## src/rtl/crg_job_sched.sv

```systemverilog
// Job scheduler for the CRG core: queues descriptors, runs them one at a time,
// counts output beats and retires, times out or aborts each job.
`timescale 1ns/1ps
module crg_job_sched #(
  parameter int DEPTH   = 4,
  parameter int W_KEY   = 128,
  parameter int W_WIDTH = 8,
  parameter int W_MODE  = 4,
  parameter int W_CNT   = 16,
  parameter int RUN_CYC = 7,
  parameter int TIMEOUT = 1024
) (
  input  logic               clk_i,
  input  logic               rst_n_i,
  input  logic               job_vld_i,
  output logic               job_rdy_o,
  input  logic [W_KEY-1:0]   job_key_i,
  input  logic [W_WIDTH-1:0] job_width_i,
  input  logic [W_MODE-1:0]  job_mode_i,
  input  logic [W_CNT-1:0]   job_cnt_start_i,
  input  logic [W_CNT-1:0]   job_cnt_end_i,
  input  logic               job_party_i,
  input  logic               abort_i,
  input  logic               clr_err_i,
  output logic [W_KEY-1:0]   crg_key_o,
  output logic [W_WIDTH-1:0] crg_width_o,
  output logic [W_MODE-1:0]  crg_mode_o,
  output logic [W_CNT-1:0]   crg_cnt_start_o,
  output logic [W_CNT-1:0]   crg_cnt_end_o,
  output logic               crg_party_o,
  output logic               crg_run_o,
  input  logic               crg_dvld_i,
  output logic               busy_o,
  output logic               done_o,
  output logic [15:0]        jobs_done_o,
  output logic               err_timeout_o,
  output logic               err_range_o
);

  localparam int AW = (DEPTH > 1) ? $clog2(DEPTH) : 1;
  localparam int DW = W_KEY + W_WIDTH + W_MODE + 2 * W_CNT + 1;
  localparam int RW = $clog2(RUN_CYC + 1);
  localparam int TW = $clog2(TIMEOUT + 1);

  typedef enum logic [2:0] {IDLE, LOAD, RUN, WAIT, DONE} state_t;

  state_t              state, nxt;
  logic [DW-1:0]       mem [DEPTH];
  logic [DW-1:0]       head;
  logic [AW-1:0]       wr_ptr, rd_ptr;
  logic [AW:0]         count;
  logic                push, pop, full, empty;
  logic [W_KEY-1:0]    h_key;
  logic [W_WIDTH-1:0]  h_width;
  logic [W_MODE-1:0]   h_mode;
  logic [W_CNT-1:0]    h_start, h_end;
  logic                h_party, bad_range;
  logic [W_CNT:0]      target, target_calc, beats, beats_nxt;
  logic [RW-1:0]       run_cnt;
  logic [TW-1:0]       idle_cnt;
  logic                idle_hit, range_set, tmo_set;

  assign full      = (count == (AW+1)'(DEPTH));
  assign empty     = (count == '0);
  assign job_rdy_o = !full;
  assign push      = job_vld_i && !full && !abort_i;
  assign pop       = (state == IDLE) && !empty && !abort_i;

  always_ff @(posedge clk_i or negedge rst_n_i) begin
    if (!rst_n_i) begin
      wr_ptr <= '0;
      rd_ptr <= '0;
      count  <= '0;
    end else if (abort_i) begin
      wr_ptr <= '0;
      rd_ptr <= '0;
      count  <= '0;
    end else begin
      if (push) wr_ptr <= wr_ptr + AW'(1);
      if (pop)  rd_ptr <= rd_ptr + AW'(1);
      count <= count + (AW+1)'(push) - (AW+1)'(pop);
    end
  end

  // Descriptor storage carries no reset; validity is tracked by count.
  always_ff @(posedge clk_i) begin
    if (push) mem[wr_ptr] <= {job_key_i, job_width_i, job_mode_i,
                              job_cnt_start_i, job_cnt_end_i, job_party_i};
    if (pop)  head <= mem[rd_ptr];
  end

  assign {h_key, h_width, h_mode, h_start, h_end, h_party} = head;
  assign bad_range   = (h_end < h_start);
  assign target_calc = {1'b0, h_end} - {1'b0, h_start} + (W_CNT+1)'(1);
  assign beats_nxt   = beats + (W_CNT+1)'(crg_dvld_i);
  assign idle_hit    = !crg_dvld_i && (idle_cnt >= TW'(TIMEOUT - 1));

  always_ff @(posedge clk_i or negedge rst_n_i) begin
    if (!rst_n_i) state <= IDLE;
    else          state <= nxt;
  end

  always_comb begin
    nxt = state;
    case (state)
      IDLE:    if (!empty) nxt = LOAD;
      LOAD:    nxt = bad_range ? IDLE : RUN;
      RUN:     if (run_cnt == RW'(RUN_CYC - 1)) nxt = WAIT;
      WAIT: begin
        if (beats_nxt == target) nxt = DONE;
        else if (idle_hit)       nxt = IDLE;
      end
      DONE:    nxt = IDLE;
      default: nxt = IDLE;
    endcase
    if (abort_i) nxt = IDLE;
  end

  // Beats seen during RUN count toward the target, so counting starts there.
  always_ff @(posedge clk_i or negedge rst_n_i) begin
    if (!rst_n_i) begin
      run_cnt  <= '0;
      beats    <= '0;
      idle_cnt <= '0;
      target   <= '0;
    end else if (state == LOAD) begin
      run_cnt  <= '0;
      beats    <= '0;
      idle_cnt <= '0;
      target   <= target_calc;
    end else if (state == RUN || state == WAIT) begin
      if (state == RUN) run_cnt <= run_cnt + RW'(1);
      beats <= beats_nxt;
      if (crg_dvld_i)                     idle_cnt <= '0;
      else if (idle_cnt != TW'(TIMEOUT)) idle_cnt <= idle_cnt + TW'(1);
    end
  end

  assign range_set = (state == LOAD) && bad_range && !abort_i;
  assign tmo_set   = (state == WAIT) && !abort_i && (beats_nxt != target) && idle_hit;

  always_ff @(posedge clk_i or negedge rst_n_i) begin
    if (!rst_n_i) begin
      err_range_o   <= 1'b0;
      err_timeout_o <= 1'b0;
      jobs_done_o   <= '0;
    end else begin
      if (range_set)      err_range_o <= 1'b1;
      else if (clr_err_i) err_range_o <= 1'b0;
      if (tmo_set)        err_timeout_o <= 1'b1;
      else if (clr_err_i) err_timeout_o <= 1'b0;
      if (state == WAIT && nxt == DONE) jobs_done_o <= jobs_done_o + 16'd1;
    end
  end

  always_ff @(posedge clk_i or negedge rst_n_i) begin
    if (!rst_n_i) begin
      crg_key_o       <= '0;
      crg_width_o     <= '0;
      crg_mode_o      <= '0;
      crg_cnt_start_o <= '0;
      crg_cnt_end_o   <= '0;
      crg_party_o     <= 1'b0;
    end else if (state == LOAD && !abort_i) begin
      crg_key_o       <= h_key;
      crg_width_o     <= h_width;
      crg_mode_o      <= h_mode;
      crg_cnt_start_o <= h_start;
      crg_cnt_end_o   <= h_end;
      crg_party_o     <= h_party;
    end
  end

  assign crg_run_o = (state == RUN);
  assign busy_o    = (state != IDLE);
  assign done_o    = (state == DONE);

endmodule

```

## config.mk

```make
export PLATFORM = sky130hd
export DESIGN_NAME = crg_job_sched
export DESIGN_NICKNAME = d
export VERILOG_FILES = /design/src/rtl/crg_job_sched.sv
export SDC_FILE = /design/constraint.sdc
export NUM_CORES = 1
export LEC_CHECK = 0
export CAP_MARGIN = 20
export CORE_MARGIN = 3
export CORE_UTILIZATION = 35
export DETAILED_ROUTE_END_ITERATION = 7
export PLACE_DENSITY_LB_ADDON = 0.25
export SLEW_MARGIN = 30
export SYNTH_ARGS = -nofsm -noshare
export SYNTH_HDL_FRONTEND = slang
export SYNTH_SLANG_ARGS = --single-unit
```

## constraint.sdc

```tcl
create_clock -name clk_i -period 14.95 [get_ports clk_i]
set_input_delay 2.2425 -clock clk_i [delete_from_list [all_inputs] [get_ports clk_i]]
set_output_delay 2.2425 -clock clk_i [all_outputs]
set_load 0.05 [all_outputs]
```

# After elaboration in Yosys (flattened, before gate mapping)
# Memories as Yosys holds them, arrays and structs flattened. A register that Yosys moved wholly into a read port is not among the register bits.
# Index checks and enable logic that the tools add are counted.
dict set report word_totals {
  regBits 249
  latchBits 0
  ramBits 692
  mem_bits_ro 0
  wordCells 95
  memories 1
}
dict set report classes {
  add_sub_neg 10
  multipliers 0
  div_mod_pow 0
  magnitude_cmp 2
  n_eq_ne 10
  n_shift 0
  muxes 26
  bitwise_logic 0
  reduce_logical 29
}
# name words width read_ports rd_ports_with_merged_regs wr line_no
set mem_list {}
lappend mem_list {mem 4 173 1 1 1 48} ;# logic [DW-1:0] mem [DEPTH];
# op n
set ops {}
lappend ops {{11-bit two-way mux} 4}
lappend ops {{17-bit two-way mux} 2}
lappend ops {{3-bit two-way mux} 9}
lappend ops {{17-bit by 1-bit adder with 17-bit output} 1}
lappend ops {{17-bit by 1-bit adder with 17-bit output, second input constant} 1}
lappend ops {{17-bit equality test} 1}
lappend ops {{17-bit inequality test} 1}
lappend ops {{16-bit by 16-bit subtractor with 17-bit output} 1}
lappend ops {{16-bit by 1-bit adder with 16-bit output, second input constant} 1}
lappend ops {{16-bit < comparator} 1}
lappend ops {{3-bit equality test, second input constant} 4}
lappend ops {{1-bit logical AND} 12}
lappend ops {{3-bit case mux with 4 select lines} 1}
lappend ops {{2-bit nonzero test} 6}
lappend ops {{11-bit by 1-bit adder with 11-bit output, second input constant} 1}
lappend ops {{11-bit by 10-bit greater-or-equal comparator with 1-bit output, second input constant} 1}
lappend ops {{11-bit inequality test, second input constant} 1}
lappend ops {{2-bit two-way mux} 5}
lappend ops {{3-bit by 2-bit equality test with 1-bit output, second input constant} 2}
lappend ops {{3-bit logical NOT} 2}
lappend ops {{3-bit nonzero test} 2}
lappend ops {{1-bit two-way mux} 5}
lappend ops {{2-bit by 1-bit adder with 2-bit output, second input constant} 2}
lappend ops {{1-bit logical NOT} 4}
lappend ops {{6 further kinds} 7}

# Longest topological paths before layout
dict set report depth {
  word_depth 8
  ltp_mapped 14
  depth_no_buf 14
}

# Worst setup path before layout
# No wires, ideal clock.
dict set report synth_path {
  path_kind {input to register}
  startpoint {in abort_i}
  endpoint {reg count[1]}
  arrival_time_ns 16.467
  required_time_ns 14.818
  path_slack_ns -1.649
  cell_stages 7
  path_buffers 1
  path_cell_list {buf_1 nor3_1 ha_1 inv_1 ha_1 fa_1 nor2b_1}
}
# item line_no
set synth_lines {}
lappend synth_lines {{from (decl)} 23} ;# input logic abort_i,
lappend synth_lines {{1-bit logical NOT} 67} ;# assign pop = (state == IDLE) && !empty && !abort_i;
lappend synth_lines {{1-bit logical AND} 67}
lappend synth_lines {{named net pop} 52} ;# logic push, pop, full, empty;
lappend synth_lines {{3-bit by 1-bit subtractor with 3-bit output} 81} ;# count <= count + (AW+1)'(push) - (AW+1)'(pop);
lappend synth_lines {{3-bit two-way mux} 74} ;# end else if (abort_i) begin
lappend synth_lines {{to (signal assigned)} 81}
lappend synth_lines {{to (decl)} 51} ;# logic [AW:0] count;
# The timed path passes the listed nets, and every way through them passes these cells.
# A chain may end at the register's enable or synchronous reset.

# Final worst setup path
dict set report layout_path {
  startpoint {reg state[2]}
  endpoint {out crg_run_o}
}
dict set report layout_via {
  elab_chain_len 1
}
# item line_no
set layout_lines {}
lappend layout_lines {{from (decl)} 47} ;# state_t state, nxt;
lappend layout_lines {{from (signal assigned)} 100} ;# else state <= nxt;
lappend layout_lines {{3-bit by 2-bit equality test with 1-bit output} 174} ;# assign crg_run_o = (state == RUN);
lappend layout_lines {{to (decl)} 31} ;# output logic crg_run_o,
# No other way between the ends.

==> results.cfg <==
[detailed_routing]
viasPerCell = 4.88
route.detailed.drc = 0
drtIter0Drc = 1288
dr.pass1.iters = 5
routed_wl_mm = 95.1
drtAntennaViolNets = 0
via_count = 20200
avgRoutedWirePerCell_um = 23.0

[global_routing]
grt_pass1_vias = 21600
gr-total-overflow = 0
grt_pass1_wl_mm = 142
grt_use_total = 0.155
grt_max_degree = 125
antenna_found_initial = 27

[power_and_ir_drop]
power.density_mw_per_mm2 = 199
total_power_uw = 10200
vdd_drop_max_mv = 0.125
p_leak_uw = 0.0175

[synth]
syn_inst = 2043
synth_area_leader_cell = edfxtp_1
synthSimpleGateAreaFrac = 0.0270
synth_edf_count = 865
yosysTopAreaCellShare = 0.623
synthTopCellsByArea = edfxtp_1 62%, dfrtp_1 15%, mux4_2 9.3%, mux2_2 4.8%, ha_1 1.4%
ys_top_cells_by_count = 865 x edfxtp_1, 249 x dfrtp_1, 176 x mux2_2, 173 x mux4_2, 73 x nand2_1
ys.flop_type = edfxtp_1
yosysMostFrequentCell = edfxtp_1
synth_seq_area_share = 0.772
synth_mux_area_frac = 0.141
synth-warning-count = 0
synth-compound-area-share = 0.0160
netlist_area_mm2 = 0.0417
async_flop_share = 0.224
synth_nets = 2278
ys_ff_latch = 1114
ys_types = 59
syn_avg_cell_area_um2 = 20.4
synthAdderAreaFrac = 0.0184
yosys.area_share.xor_xnor = 0.0138
synth_top_family_by_area = multiplexers

[worst_setup_path]
r2r_end = mem[0][109]
r2r_start = count[1]
reg2regPathDepth = 7
rrSetupSlack_ns = 11.41
critical-path-slowest-cell = clkdlybuf4s50_1
arrival_ns = 2.83
start_kind = flop
cp_slowest_stage_delay_ns = 0.88
critPathTopFamily = buffers and inverters
path_buf_inv = 1
end_kind = primary output
crit_required_ns = 12.71
critical_path.cell_chain = nand2b_2 -> nor2_1 -> clkdlybuf4s50_1
worst-path-max-fanout = 22
path_class = flop to primary output

[clock_tree]
cts_buffer_depth = 3
post_cts_buffers = 0
h-tree-depth = 3
hold_buffers = 0
cts_tree = yes
cts_root_buf = clkbuf_16
cts_buffers = 116
clk_latency_ns = 0.71
clock_sinks = 1114
post_cts_resized = 0
path_clk_slew_ns = 0.06

[placed_design]
hpwl_mm = 59.9
gp_congestion = 0.867
portBuffers = 373

[final_layout]
fin_util = 0.433
fill_cells = 10200
areaGrowthSynthToFinish_pct = 22.9
multiInputGateArea_mm2 = 0.00904
regArea_mm2 = 0.0322
nNetsFinal = 2720
drive_gt1_frac = 0.222

[floorplanning]
io_pins = 374
placementRows = 126
start_util = 0.353
die_w_um = 351
dieArea_mm2 = 0.123
fp.dieH_um = 351
core_mm2 = 0.118

[timing]
max_slew_margin = 0.346
drv_slew = 0
fin_tns_setup_ns = 0
fin_crit_ns = 5.07
worstMarginPinSlew_ns = 0.980
holdWs_ns = 0.470
finalHoldViolations = 0
skew_ns = 0.0649
finalCritPeriodShare = 0.339
rsz0062_at_grt = false
max_freq_mhz = 197
finalSetupViolations = 0

[hold_path]
hp-start = head[52]
holdPathStages = 1
min-delay-path-class = flop to flop
worstHoldEndpoint = crg_key_o[7]

[job]
cap_violations = 0

[run_status]
status = finished clean
## metrics by stage
step                setup WS [ns]  std cells  area (µm²)
floorplan                    4.01       2043       41700
global placement             9.23       3901       47300
detailed placement           9.20       3902       47400
CTS                          9.55       4124       51200
global route                 9.71       4127       51200
finish                       9.88       4139       51300
## per-layer routing
layer	wire length, µm	vias up	track usage
li1	-	8977	-
met1	38700	10500	0.194
met2	47400	485	0.259
met3	6660	163	0.0491
met4	2310	14	0.0437
met5	96	-	0
## state kept, by name, indices dropped and copies added, names as in the netlist, 4 cells and up
signal / count
crg_mode_o: 4
crg_width_o: 8
crg_cnt_start_o: 16
head: 173
beats: 17
jobs_done_o: 16
crg_cnt_end_o: 16
mem: 692
idle_cnt: 11
crg_key_o: 128
target: 17
## how the worst max path moves through the flow
stage	end	start	slack, ns	cells past startpoint
after floorplan	count[1]	abort_i	4.01	7
after global placement	mem[2][105]	abort_i	9.23	6
after detailed placement	mem[2][107]	abort_i	9.20	6
after CTS	crg_run_o	state[2]	9.55	3
after global routing	jobs_done_o[11]	crg_dvld_i	9.71	11
final	crg_run_o	state[2]	9.88	3
## area by class of cell
cell class / count / area share
sequential: 1114 / 0.628
multi-input combinational: 801 / 0.176
timing repair buffer: 402 / 0.0785
clock buffer: 153 / 0.0619
tap: 1536 / 0.0375
clock inverter: 69 / 0.0128
inverter: 50 / 0.00366
antenna: 14 / 0.000684
## worst register-to-register path, stage by stage, from the launching register on
cell and delay (ns):
dfrtp_1 0.41, nor2_1 0.07, nand2_1 0.13, nand2_1 0.12
nor2_1 0.28, and2_4 0.59, buf_4 0.79, buf_4 0.77
## where the power goes
part           internal [µW]  leakage [µW]  switching (µW)  total (µW)
combinational           1190       0.00469            1860        3050
clock                   1620       0.00186            1200        2830
sequential              4000        0.0110             341        4340
total                   6810        0.0175            3400       10200
## cells by family after synthesis
logic type | count (synthesis)
multiplexers | 349
XOR/XNOR | 65
AND/OR/NAND/NOR | 227
flip-flops | 1114
AO/OA/AOI/OAI | 104
buffers and inverters | 128
adder cells (fa/ha/maj) | 56
## cells in the final DEF (no fill, tap or decap), types with 7 or more instances in the layout
cell type,count
o31ai_1,9
and3_1,15
clkbuf_8,11
clkbuf_1,25
bufinv_16,7
mux2_2,176
o21ai_0,40
nor2_1,47
nor3_1,7
clkinv_2,23
nand4_1,13
edfxtp_1,865
a21oi_1,13
nand2_1,73
dfrtp_1,247
fa_1,9
mux4_2,173
buf_4,22
xor2_1,19
inv_1,50
nand3_1,23
clkbuf_16,117
clkdlybuf4s50_1,372
ha_1,47
diode_2,14
clkinv_1,22
xnor2_1,45
Power figures use the tool's default switching activity.
